--- src/rtl/adder_pkg.sv ---
// Shared types and elaboration helpers for the serial digit adder.
package adder_pkg;

  typedef enum logic [1:0] {
    ST_IDLE = 2'd0,
    ST_RUN  = 2'd1,
    ST_DONE = 2'd2
  } state_t;

  function automatic int unsigned clog2(input int unsigned v);
    int unsigned r;
    r = 0;
    while ((64'd1 << r) < 64'(v)) r++;
    return r;
  endfunction

  function automatic bit digit_ok(input int unsigned w, input int unsigned d);
    return (d >= 1) && (d <= w) && ((w % d) == 0);
  endfunction

endpackage

--- src/rtl/digit_adder.sv ---
// Combinational DIGIT-bit ripple adder built from full_adder cells.
// c_msb (carry into the top bit) exists only with SERIAL_DIGIT_ADDER_OVF_EN.
module digit_adder #(
  parameter int unsigned DIGIT = 8
) (
  input  logic [DIGIT-1:0] x,
  input  logic [DIGIT-1:0] y,
  input  logic             ci,
  output logic [DIGIT-1:0] s,
`ifdef SERIAL_DIGIT_ADDER_OVF_EN
  output logic             c_msb,
`endif
  output logic             co
);

  logic [DIGIT:0] c;

  assign c[0] = ci;

  for (genvar i = 0; i < DIGIT; i++) begin : g_fa
    full_adder u_fa (
      .a  (x[i]),
      .b  (y[i]),
      .ci (c[i]),
      .s  (s[i]),
      .co (c[i+1])
    );
  end

  assign co = c[DIGIT];
`ifdef SERIAL_DIGIT_ADDER_OVF_EN
  assign c_msb = c[DIGIT-1];
`endif

endmodule

--- src/rtl/full_adder.sv ---
// Single-bit full adder cell.
module full_adder (
  input  logic a,
  input  logic b,
  input  logic ci,
  output logic s,
  output logic co
);

  assign s  = a ^ b ^ ci;
  assign co = (a & b) | (ci & (a ^ b));

endmodule

--- src/rtl/serial_digit_adder.sv ---
// Multi-cycle WIDTH-bit adder, DIGIT bits per clock with registered carry.
// Optional signed-overflow output enabled by SERIAL_DIGIT_ADDER_OVF_EN.
module serial_digit_adder
  import adder_pkg::*;
#(
  parameter int unsigned WIDTH = 32,
  parameter int unsigned DIGIT = 8
) (
  input  logic             clk,
  input  logic             rst,
  input  logic             in_valid,
  output logic             in_ready,
  input  logic [WIDTH-1:0] a,
  input  logic [WIDTH-1:0] b,
  input  logic             c_in,
  output logic             out_valid,
  input  logic             out_ready,
  output logic [WIDTH-1:0] sum,
`ifdef SERIAL_DIGIT_ADDER_OVF_EN
  output logic             ovf,
`endif
  output logic             c_out
);

  localparam int unsigned N     = WIDTH / DIGIT;
  localparam int unsigned CNT_W = (clog2(N) > 1) ? clog2(N) : 1;

  if (!digit_ok(WIDTH, DIGIT)) begin : g_bad_param
    $error("serial_digit_adder: WIDTH must be a non-zero multiple of DIGIT");
  end

  state_t             state;
  logic [WIDTH-1:0]   opa;
  logic [WIDTH-1:0]   opb;
  logic [WIDTH-1:0]   sum_r;
  logic               cy;
  logic [CNT_W-1:0]   cnt;
  logic [DIGIT-1:0]   d_s;
  logic               d_co;
`ifdef SERIAL_DIGIT_ADDER_OVF_EN
  logic               d_cmsb;
  logic               ovf_r;
`endif

  digit_adder #(.DIGIT(DIGIT)) u_digit (
    .x     (opa[DIGIT-1:0]),
    .y     (opb[DIGIT-1:0]),
    .ci    (cy),
    .s     (d_s),
`ifdef SERIAL_DIGIT_ADDER_OVF_EN
    .c_msb (d_cmsb),
`endif
    .co    (d_co)
  );

  assign in_ready = (state == ST_IDLE);
  assign sum      = sum_r;
  assign c_out    = cy;
`ifdef SERIAL_DIGIT_ADDER_OVF_EN
  assign ovf      = ovf_r;
`endif

  // The digit result enters at the top so after N steps digit 0 sits at bit 0.
  always_ff @(posedge clk or posedge rst) begin
    if (rst) begin
      state     <= ST_IDLE;
      opa       <= '0;
      opb       <= '0;
      sum_r     <= '0;
      cy        <= 1'b0;
      cnt       <= '0;
      out_valid <= 1'b0;
`ifdef SERIAL_DIGIT_ADDER_OVF_EN
      ovf_r     <= 1'b0;
`endif
    end else begin
      case (state)
        ST_IDLE: begin
          if (in_valid) begin
            opa   <= a;
            opb   <= b;
            cy    <= c_in;
            cnt   <= '0;
            state <= ST_RUN;
          end
        end
        ST_RUN: begin
          sum_r <= WIDTH'({d_s, sum_r} >> DIGIT);
          opa   <= opa >> DIGIT;
          opb   <= opb >> DIGIT;
          cy    <= d_co;
          cnt   <= cnt + 1'b1;
`ifdef SERIAL_DIGIT_ADDER_OVF_EN
          ovf_r <= d_cmsb ^ d_co;
`endif
          if (cnt == CNT_W'(N - 1)) begin
            state     <= ST_DONE;
            out_valid <= 1'b1;
          end
        end
        ST_DONE: begin
          if (out_ready) begin
            state     <= ST_IDLE;
            out_valid <= 1'b0;
          end
        end
        default: begin
          state     <= ST_IDLE;
          out_valid <= 1'b0;
        end
      endcase
    end
  end

endmodule

--- config.mk ---
export PLATFORM = sky130hd
export DESIGN_NAME = serial_digit_adder
export DESIGN_NICKNAME = d
export VERILOG_FILES = /design/src/rtl/adder_pkg.sv /design/src/rtl/digit_adder.sv /design/src/rtl/full_adder.sv /design/src/rtl/serial_digit_adder.sv
export SDC_FILE = /design/constraint.sdc
export NUM_CORES = 1
export LEC_CHECK = 0
export ABC_AREA = 0
export CAP_MARGIN = 20
export CELL_PAD_IN_SITES_DETAIL_PLACEMENT = 0
export CELL_PAD_IN_SITES_GLOBAL_PLACEMENT = 1
export CORE_UTILIZATION = 38
export CTS_CLUSTER_DIAMETER = 200
export DETAILED_ROUTE_END_ITERATION = 8
export MAX_ROUTING_LAYER = met4
export PLACE_DENSITY_LB_ADDON = 0.2
export SLEW_MARGIN = 20
export SYNTH_ARGS = -nofsm -noshare
export SYNTH_HDL_FRONTEND = slang
export SYNTH_HIERARCHICAL = 1
export SYNTH_SLANG_ARGS = --single-unit
export TNS_END_PERCENT = 1
--- constraint.sdc ---
create_clock -name clk -period 4.6 [get_ports clk]
set_input_delay 1.15 -clock clk [delete_from_list [all_inputs] [get_ports clk]]
set_output_delay 1.15 -clock clk [all_outputs]
set_load 0.05 [all_outputs]
==> results of run 1 <==
[per-stage QoR]
stage               cell area, um2  total power [mW]  hold slack, ns  utilization  std cells
floorplan                     4380              3.25           0.446            -        435
global placement              5450              3.82           0.457        0.494        649
detailed placement            5450              3.87           0.465        0.494        649
CTS                           5740              4.63           0.477        0.521        665
global route                  5740              4.94           0.502        0.521        665
finish                        5740              4.59           0.472        0.521        665
[how the worst max path moves through the flow]
stage / end / depth (start not counted)
floorplan: sum[31]$_DFFE_PP0P_ / 10
global placement: sum[31]$_DFFE_PP0P_ / 10
detailed placement: sum[31]$_DFFE_PP0P_ / 10
CTS: c_out$_DFFE_PP0P_ / 10
global route: c_out$_DFFE_PP0P_ / 10
finish: c_out$_DFFE_PP0P_ / 10
[power breakdown]
part	internal (mW)	leakage [nW]	switching (mW)
Sequential	1.33	1.23	0.304
Combinational	0.806	1.09	1.40
Clock	0.420	0.134	0.330
Total	2.56	2.46	2.03
[cells in the mapped netlist]
master,number,share of area
nand2_1,106,0.091
nor2_4,1,0.0026
nor2_2,1,0.0014
nor2b_1,1,0.0014
clkbuf_1,8,0.0068
o22ai_1,50,0.071
nand2b_1,4,0.0057
o221a_1,7,0.018
and2b_1,1,0.0017
buf_2,15,0.017
buf_6,2,0.0051
a21oi_1,44,0.050
inv_2,2,0.0017
o21ai_0,17,0.019
a22o_1,8,0.016
o31ai_1,1,0.0017
o221a_2,1,0.0026
ha_1,1,0.0029
nand3b_1,8,0.014
fa_1,8,0.037
dfrtp_1,102,0.58
buf_4,8,0.014
o21ai_2,1,0.0020
o21ba_1,1,0.0023
inv_1,1,0.00086
nor2_1,35,0.030
a32o_1,1,0.0023
[metal layers]
layer  global-route usage  vias up
li1                     -     1673
met1                0.277     1739
met2                0.288      100
met3               0.0314        6
met4               0.0571        0
met5                    -        -
[cell families (layout without fill, tap and decap cells)]
logic type               count (synthesis)  after routing
adder cells (fa/ha/maj)                  9              9
AO/OA/AOI/OAI                          131            131
buffers and inverters                   36            126
flip-flops                             102            102
AND/OR/NAND/NOR                        157            157
[sequential cells by signal, indices dropped and copies added, names as in the netlist]
signal and flops:
c_out 1, cnt 2, opa 32, opb 32, out_valid 1, state 2, sum 32
[area by class of cell]
class | instances | area [um2] | area share
sequential | 102 | 2550 | 0.444
multi-input combinational | 297 | 1640 | 0.285
timing repair buffer | 107 | 1070 | 0.187
clock buffer | 10 | 229 | 0.0399
tap | 140 | 175 | 0.0305
clock inverter | 6 | 62.6 | 0.0109
inverter | 3 | 13.8 | 0.00240
==> flow_metrics.tcl, run 1 <==
set metrics [dict create \
    relSlewSlack 0.329 \
    met1_length_mm 5.05 \
    max_freq_mhz 256 \
    cts_tree "done" \
    p_per_area_nw_per_um2 799 \
    drtIter0Drc 250 \
    synth_compound_area_frac 0.186 \
    synthMuxAreaShare 0 \
    status "completed" \
    rows 38 \
    r2r_cells 10 \
    final_nets 598 \
    drtPass1Iterations 4 \
    finalMaxSlewViolations 0 \
    reg2reg_from "opa[0]$_DFFE_PP0P_" \
    drive_gt1_frac 0.0533 \
    synth_top_family_by_area "compound AO/OA/AOI/OAI gates" \
    p_leak_nw 2.46 \
    yosysWarnings 6 \
    syn_inst 435 \
    grt_pass1_wl_mm 17.3 \
    final_common_cell "nand2_1" \
    grt_setup_unrepaired "no" \
    clkLatencyLatePin_ns 0.34 \
    clock-skew-final_ns 0.0107 \
    slowest_delay_ns 0.45 \
    cp.required_ns 4.79 \
    die_w_um 109 \
    root_buffer "clkbuf_16" \
    route.met2.wl_mm 4.99 \
    diodes 0 \
    antenna_left 0 \
    yosysUniqueCellTypes 27 \
    holdPathStages 1 \
    initial_utilization 0.397 \
    cp_slowest_cell "fa_1" \
    startpoint "opa[0]$_DFFE_PP0P_" \
    finalHoldViolations 0 \
    ctsHoldBuffers 0 \
    postCtsSetupBuffers 0 \
    ys_seq_area_frac 0.582 \
    viasPerCell 5.29 \
    worstSetupPathType "reg2reg" \
    min_from "cnt[0]$_DFFE_PP0P_" \
    arrival_ns 4.09 \
    path_clk_slew_ns 0.07 \
    cts_buffers 9 \
    met3_length_um 479 \
    fillers 1063 \
    startpoint_type "flop" \
    area_growth_pct 31.0 \
    fin_crit_sh 0.848 \
    top_layer_used "met4" \
    gp_congestion 0.800 \
    cp-end-kind "flop" \
    ir_drop_mv 0.406 \
    setup_violations 0 \
    synth_fa_ha_area_frac 0.0394 \
    ys_ff_latch 102 \
    ios 104 \
    post-place-ws_ns 0.717 \
    die_area_um2 12000 \
    reg2reg_to "c_out$_DFFE_PP0P_" \
    route.detailed.drc 0 \
    wl_per_cell_um 15.9 \
    yosys.area_share.xor_xnor 0 \
    vias 3518 \
    dp_hpwl_mm 6.90 \
    setup_ws_ns 0.698 \
    clock_sinks 102 \
    grt.total_usage 0.195 \
    grt_pass1_vias 3336 \
    die_h_um 109 \
    cap_violations 0 \
    synth_area_um2 4380 \
    syn_area_per_cell_um2 10.1 \
    antenna_found_initial 0 \
    worst_slew_pin_slew_ns 1.01 \
    cp_common_cell "fa_1" \
    core_area_um2 11000 \
    crit_fanout 2 \
    hold_end "cnt[0]$_DFFE_PP0P_" \
    path_cells "fa_1 > fa_1 > fa_1 > fa_1 > fa_1 > fa_1 > fa_1 > fa_1 > o22ai_1 > a21oi_1" \
    final_cell_mix "106 x nand2_1, 103 x clkdlybuf4s50_1, 102 x dfrtp_1" \
    drt-total-wl_mm 10.6 \
    cpLargestDelayFamily "adder cells" \
    synth_nets 513 \
    setup_tns_ns 0 \
    period_needed_ns 3.90 \
    cp_num_buf_inv 0 \
    cts_max_path_buffers 2 \
    grt_start_max_net_pins 64 \
    yosys.area_share.simple 0.147 \
    hold_class "reg2reg" \
    ctsResizeCount 0 \
    overflow 0 \
    portBuffers 103 \
    htreeDepth 3 \
    reg2reg_slack_ns 0.70 \
]
No activity file was read; power rests on OpenSTA's default activity.
==> run 2: changes to the inputs <==
clock period = 4.04 ns   (was 4.6 ns; I/O delays follow)
==> run 2 against run 1 <==
- global-route usage shrank 0.088 points
- flip-flop and latch count is the same
- via count shrank 1.3%
- sequential power grew 13%
- die area is the same
- power grew 13%
- critical path depth is the same
- final cell count shrank 0.15%
==> flow_metrics.tcl, run 2 (synthesis results as in run 1) <==
set metrics [dict create \
    ios 104 \
    final_core_util 0.520 \
    core_area_um2 11000 \
    relSlewSlack 0.334 \
    cts_max_path_buffers 2 \
    htreeDepth 3 \
    overflow 0 \
    die_w_um 109 \
    cp-endpoint "c_out$_DFFE_PP0P_" \
    cts_tree "done" \
    dp_hpwl_mm 6.91 \
    gp_congestion 0.775 \
    die_h_um 109 \
    grt.total_usage 0.194 \
    root_buffer "clkbuf_16" \
    ir_drop_mv 0.418 \
    wl_per_cell_um 15.9 \
    rows 38 \
    fin_crit_sh 0.958 \
    cp_common_cell "fa_1" \
    area_growth_pct 30.8 \
    startpoint "opa[0]$_DFFE_PP0P_" \
    diodes 0 \
    r2r_cells 10 \
    clock-skew-final_ns 0.00791 \
    postCtsSetupBuffers 0 \
    grt_pass1_wl_mm 17.2 \
    grt_setup_unrepaired "no" \
    grt_pass1_vias 3377 \
    final_nets 599 \
    reg2reg_to "c_out$_DFFE_PP0P_" \
    reg2reg_from "opa[0]$_DFFE_PP0P_" \
    p_leak_nw 2.46 \
    arrival_ns 4.06 \
    startpoint_type "flop" \
    cts_buffers 9 \
    setup_violations 0 \
    viasPerCell 5.23 \
    initial_utilization 0.397 \
    grt_start_max_net_pins 84 \
    ctsHoldBuffers 0 \
    worstSetupPathType "reg2reg" \
    final_common_cell "nand2_1" \
    vias 3473 \
    clock_sinks 102 \
    path_cells "fa_1 > fa_1 > fa_2 > fa_1 > fa_1 > fa_1 > fa_1 > fa_1 > o22ai_1 > a21oi_1" \
    cp_slowest_cell "fa_1" \
    worst_slew_pin_slew_ns 0.999 \
    clkLatencyLatePin_ns 0.34 \
    cp-end-kind "flop" \
    drtPass1Iterations 5 \
    slowest_delay_ns 0.44 \
    crit_fanout 2 \
    drive_gt1_frac 0.0553 \
    setup_tns_ns 0 \
    status "completed" \
    antenna_left 0 \
    finalHoldViolations 0 \
    route.detailed.drc 0 \
    max_freq_mhz 258 \
    period_needed_ns 3.87 \
    cap_violations 0 \
    hold_class "reg2reg" \
    reg2reg_slack_ns 0.17 \
    final_cell_mix "106 x nand2_1, 103 x clkdlybuf4s50_1, 102 x dfrtp_1" \
    drtIter0Drc 299 \
    antenna_found_initial 0 \
    die_area_um2 12000 \
    finalMaxSlewViolations 0 \
    drt-total-wl_mm 10.6 \
    portBuffers 103 \
    cp.required_ns 4.22 \
    p_per_area_nw_per_um2 905 \
    path_clk_slew_ns 0.06 \
]
run 2: cell types whose count changed in the layout (fill, tap and decap cells not counted), sizes merged:
cell      delta
buf          +1
inv          +2
clkinv       -2
bufinv       -1
clkinvlp     -1
run 2: critical path: cells and delay by family, from the launching register on:
kind | cells | cell delay [ns]
AOI/OAI and AO/OA | 2 | 0.17
DFF | 1 | 0.40
adders and majority gates | 8 | 3.15
run 2: worst min path at each step:
stage,start,to,cells past startpoint
6_report,cnt[0]$_DFFE_PP0P_,cnt[0]$_DFFE_PP0P_,1
5_1_grt,sum[5]$_DFFE_PP0P_,sum[5]$_DFFE_PP0P_,2
4_1_cts,cnt[0]$_DFFE_PP0P_,cnt[0]$_DFFE_PP0P_,1
3_5_place_dp,sum[1]$_DFFE_PP0P_,sum[1]$_DFFE_PP0P_,2
3_3_place_gp,sum[5]$_DFFE_PP0P_,sum[5]$_DFFE_PP0P_,2
2_1_floorplan,cnt[0]$_DFFE_PP0P_,cnt[0]$_DFFE_PP0P_,1
run 2: timing repair:
action | in CTS | in global routing
gates resized for setup | 0 | 1
hold endpoints to repair | 0 | 0
setup endpoints to repair | 0 | 2
run 2: metal layers:
metal / up-vias / wire length, um / GRT usage
li1: 1681 / - / -
met1: 1659 / 5040 / 0.276
met2: 119 / 4840 / 0.281
met3: 14 / 516 / 0.0273
met4: 0 / 179 / 0.0743
met5: - / 0 / -
run 2: area by class of cell:
type                    count  area [um2]
flip-flops and latches    102        2550
repair buffers            108        1080
clock inverters             4        32.5
inverters                   3        16.3
multi-input cells         297        1640
clock buffers              10         239
fillers                  1083        5300
well taps                 140         175
run 2: where the power goes:
part | total, mW | internal (mW) | switching [mW]
registers | 1.86 | 1.52 | 0.347
logic | 2.52 | 0.929 | 1.59
clock network | 0.811 | 0.433 | 0.379
total | 5.19 | 2.88 | 2.31
run 2: per-stage QoR:
| step | total power [mW] | cells | hold WS, ns | instance area [um2] | worst slack (ns) |
|---|---|---|---|---|---|
| finish | 5.19 | 664 | 0.475 | 5740 | 0.168 |
| global route | 5.60 | 664 | 0.512 | 5740 | 0.0400 |
| CTS | 5.23 | 664 | 0.476 | 5730 | 0.111 |
| detailed placement | 4.41 | 650 | 0.465 | 5460 | 0.130 |
| global placement | 4.35 | 650 | 0.456 | 5460 | 0.206 |
| floorplan | 3.70 | 435 | 0.446 | 4380 | 0.101 |
==> run 3: changes to the inputs <==
CORE_MARGIN = 3   (was default)
==> run 3 against run 2 <==
- setup slack got worse by 0.038 ns
- wire length increased by 1.9%
- critical path type unchanged
- die area up 7.4%
- sequential power is essentially flat
- flip-flop and latch count unchanged
- largest power group unchanged
- highest routed layer unchanged
- worst hold slack lost 0.00062 ns
==> flow_metrics.tcl, run 3 (synthesis results as in run 1) <==
set metrics [dict create \
    wl_per_cell_um 16.1 \
    cts_max_path_buffers 2 \
    vias 3530 \
    worstSetupPathType "reg2reg" \
    gp_congestion 0.788 \
    max_freq_mhz 256 \
    ctsHoldBuffers 0 \
    path_clk_slew_ns 0.06 \
    diodes 0 \
    finalMaxSlewViolations 0 \
    slowest_delay_ns 0.44 \
    clkLatencyLatePin_ns 0.34 \
    p_leak_nw 2.48 \
    drtPass1Iterations 6 \
    cpLargestDelayFamily "adder cells" \
    reg2reg_to "c_out$_DFFE_PP0P_" \
    cts_buffers 9 \
    overflow 0 \
    area_growth_pct 32.0 \
    cp_common_cell "fa_1" \
    rows 38 \
    hold_end "sum[3]$_DFFE_PP0P_" \
    holdPathStages 2 \
    portBuffers 103 \
    route.detailed.drc 0 \
    status "completed" \
    period_needed_ns 3.91 \
    drt-total-wl_mm 10.8 \
    cp-end-kind "flop" \
    htreeDepth 3 \
    use_met3 0.0286 \
    reg2reg_from "opa[0]$_DFFE_PP0P_" \
    antenna_found_initial 0 \
    startpoint_type "flop" \
    arrival_ns 4.08 \
    core_area_um2 11100 \
    die_h_um 113 \
    clock_power_share 0.175 \
    antenna_left 0 \
    finalPower_mw 5.30 \
    met2_usage 0.257 \
    comb_power_share 0.473 \
    ios 104 \
    reg2reg_slack_ns 0.13 \
    grt.busiest_layer "met1" \
    cp_num_buf_inv 0 \
    seq_area_um2 2550 \
    switching_share 0.435 \
    die_w_um 113 \
    cp_slowest_cell "fa_1" \
    use_met1 0.258 \
    pwr-share-seq 0.352 \
    clock-skew-final_ns 0.00863 \
    r2r_cells 10 \
    crit_fanout 2 \
    grt_pass1_wl_mm 17.8 \
    grt_setup_unrepaired "no" \
    ir_drop_mv 0.450 \
    fin_crit_sh 0.968 \
    setup_tns_ns 0 \
    drive_gt1_frac 0.0606 \
    power_switching_mw 2.31 \
    fillers 1042 \
    min_from "sum[3]$_DFFE_PP0P_" \
    cts_tree "done" \
    layoutNonFillerInstCount 668 \
    finalHoldViolations 0 \
    final_cell_mix "106 x nand2_1, 103 x clkdlybuf4s50_1, 102 x dfrtp_1" \
    setup_ws_ns 0.131 \
    path_cells "fa_1 > fa_1 > fa_1 > fa_1 > fa_1 > fa_2 > fa_1 > fa_1 > o22ai_1 > a21oi_1" \
    relSlewSlack 0.336 \
    cap_violations 0 \
    drtIter0Drc 369 \
    p_per_area_nw_per_um2 916 \
    final_nets 601 \
    root_buffer "clkbuf_16" \
    final_common_cell "nand2_1" \
    hold_class "reg2reg" \
    setup_violations 0 \
    worst_slew_pin_slew_ns 0.997 \
    grt.total_usage 0.177 \
    cp.required_ns 4.21 \
    grt_pass1_vias 3512 \
    initial_utilization 0.396 \
    intPower_mw 3.00 \
    post-place-ws_ns 0.0920 \
    grt_start_max_net_pins 77 \
    dp_hpwl_mm 7.06 \
    multiInputGateArea_um2 1640 \
    clock_sinks 102 \
    placed_cells 652 \
    die_area_um2 12900 \
    viasPerCell 5.28 \
]
-- run 3: layer usage --
layer / vias up / share of wire
li1: 1693 / -
met1: 1695 / 0.48
met2: 127 / 0.45
met3: 15 / 0.054
met4: 0 / 0.014
met5: - / 0
-- run 3: worst max path at each step --
stage / startpoint / to / slack, ns / cells past startpoint
finish: opa[0]$_DFFE_PP0P_ / c_out$_DFFE_PP0P_ / 0.13 / 10
global route: opa[0]$_DFFE_PP0P_ / c_out$_DFFE_PP0P_ / 0.002 / 10
CTS: opa[0]$_DFFE_PP0P_ / c_out$_DFFE_PP0P_ / 0.08 / 10
detailed placement: opa[0]$_DFFE_PP0P_ / c_out$_DFFE_PP0P_ / 0.09 / 10
global placement: opa[0]$_DFFE_PP0P_ / sum[31]$_DFFE_PP0P_ / 0.21 / 10
floorplan: c_out$_DFFE_PP0P_ / sum[31]$_DFFE_PP0P_ / 0.10 / 10
-- run 3: per-stage QoR --
| step | hold slack, ns | utilization | instance area, um2 |
|---|---|---|---|
| after CTS | 0.478 | 0.522 | 5790 |
| after floorplan | 0.446 | - | 4380 |
| after detailed placement | 0.462 | 0.493 | 5460 |
| after global routing | 0.500 | 0.523 | 5790 |
| after global placement | 0.456 | 0.493 | 5460 |
| final | 0.474 | 0.523 | 5790 |
-- run 3: worst min-delay path, delay by kind of cell (launching register included) --
| family | cells | cell delay [ns] |
|---|---|---|
| AND/OR/NAND/NOR | 2 | 0.10 |
| flip-flops | 1 | 0.34 |
-- run 3: cell type report --
| cell class | instances | share of cell area |
|---|---|---|
| clock buffers | 11 | 0.0419 |
| clock inverters | 5 | 0.0143 |
| inverters | 3 | 0.00238 |
| multi-input cells | 297 | 0.283 |
| flip-flops and latches | 102 | 0.441 |
| well taps | 140 | 0.0303 |
| repair buffers | 110 | 0.187 |
-- run 3: power by group through the flow --
stage / Combinational, mW / Sequential, mW / Clock, mW
after floorplan: 1.39 / 2.31 / 0
after CTS: 2.53 / 1.87 / 0.950
final: 2.51 / 1.87 / 0.928
after detailed placement: 2.51 / 1.88 / 0
after global routing: 2.77 / 1.93 / 0.992
after global placement: 2.48 / 1.87 / 0
-- run 3: repair_timing --
item / in CTS / in global routing
resized for setup: 0 / 1
endpoints found under the setup margin: 0 / 1
buffers inserted: 0 / 0
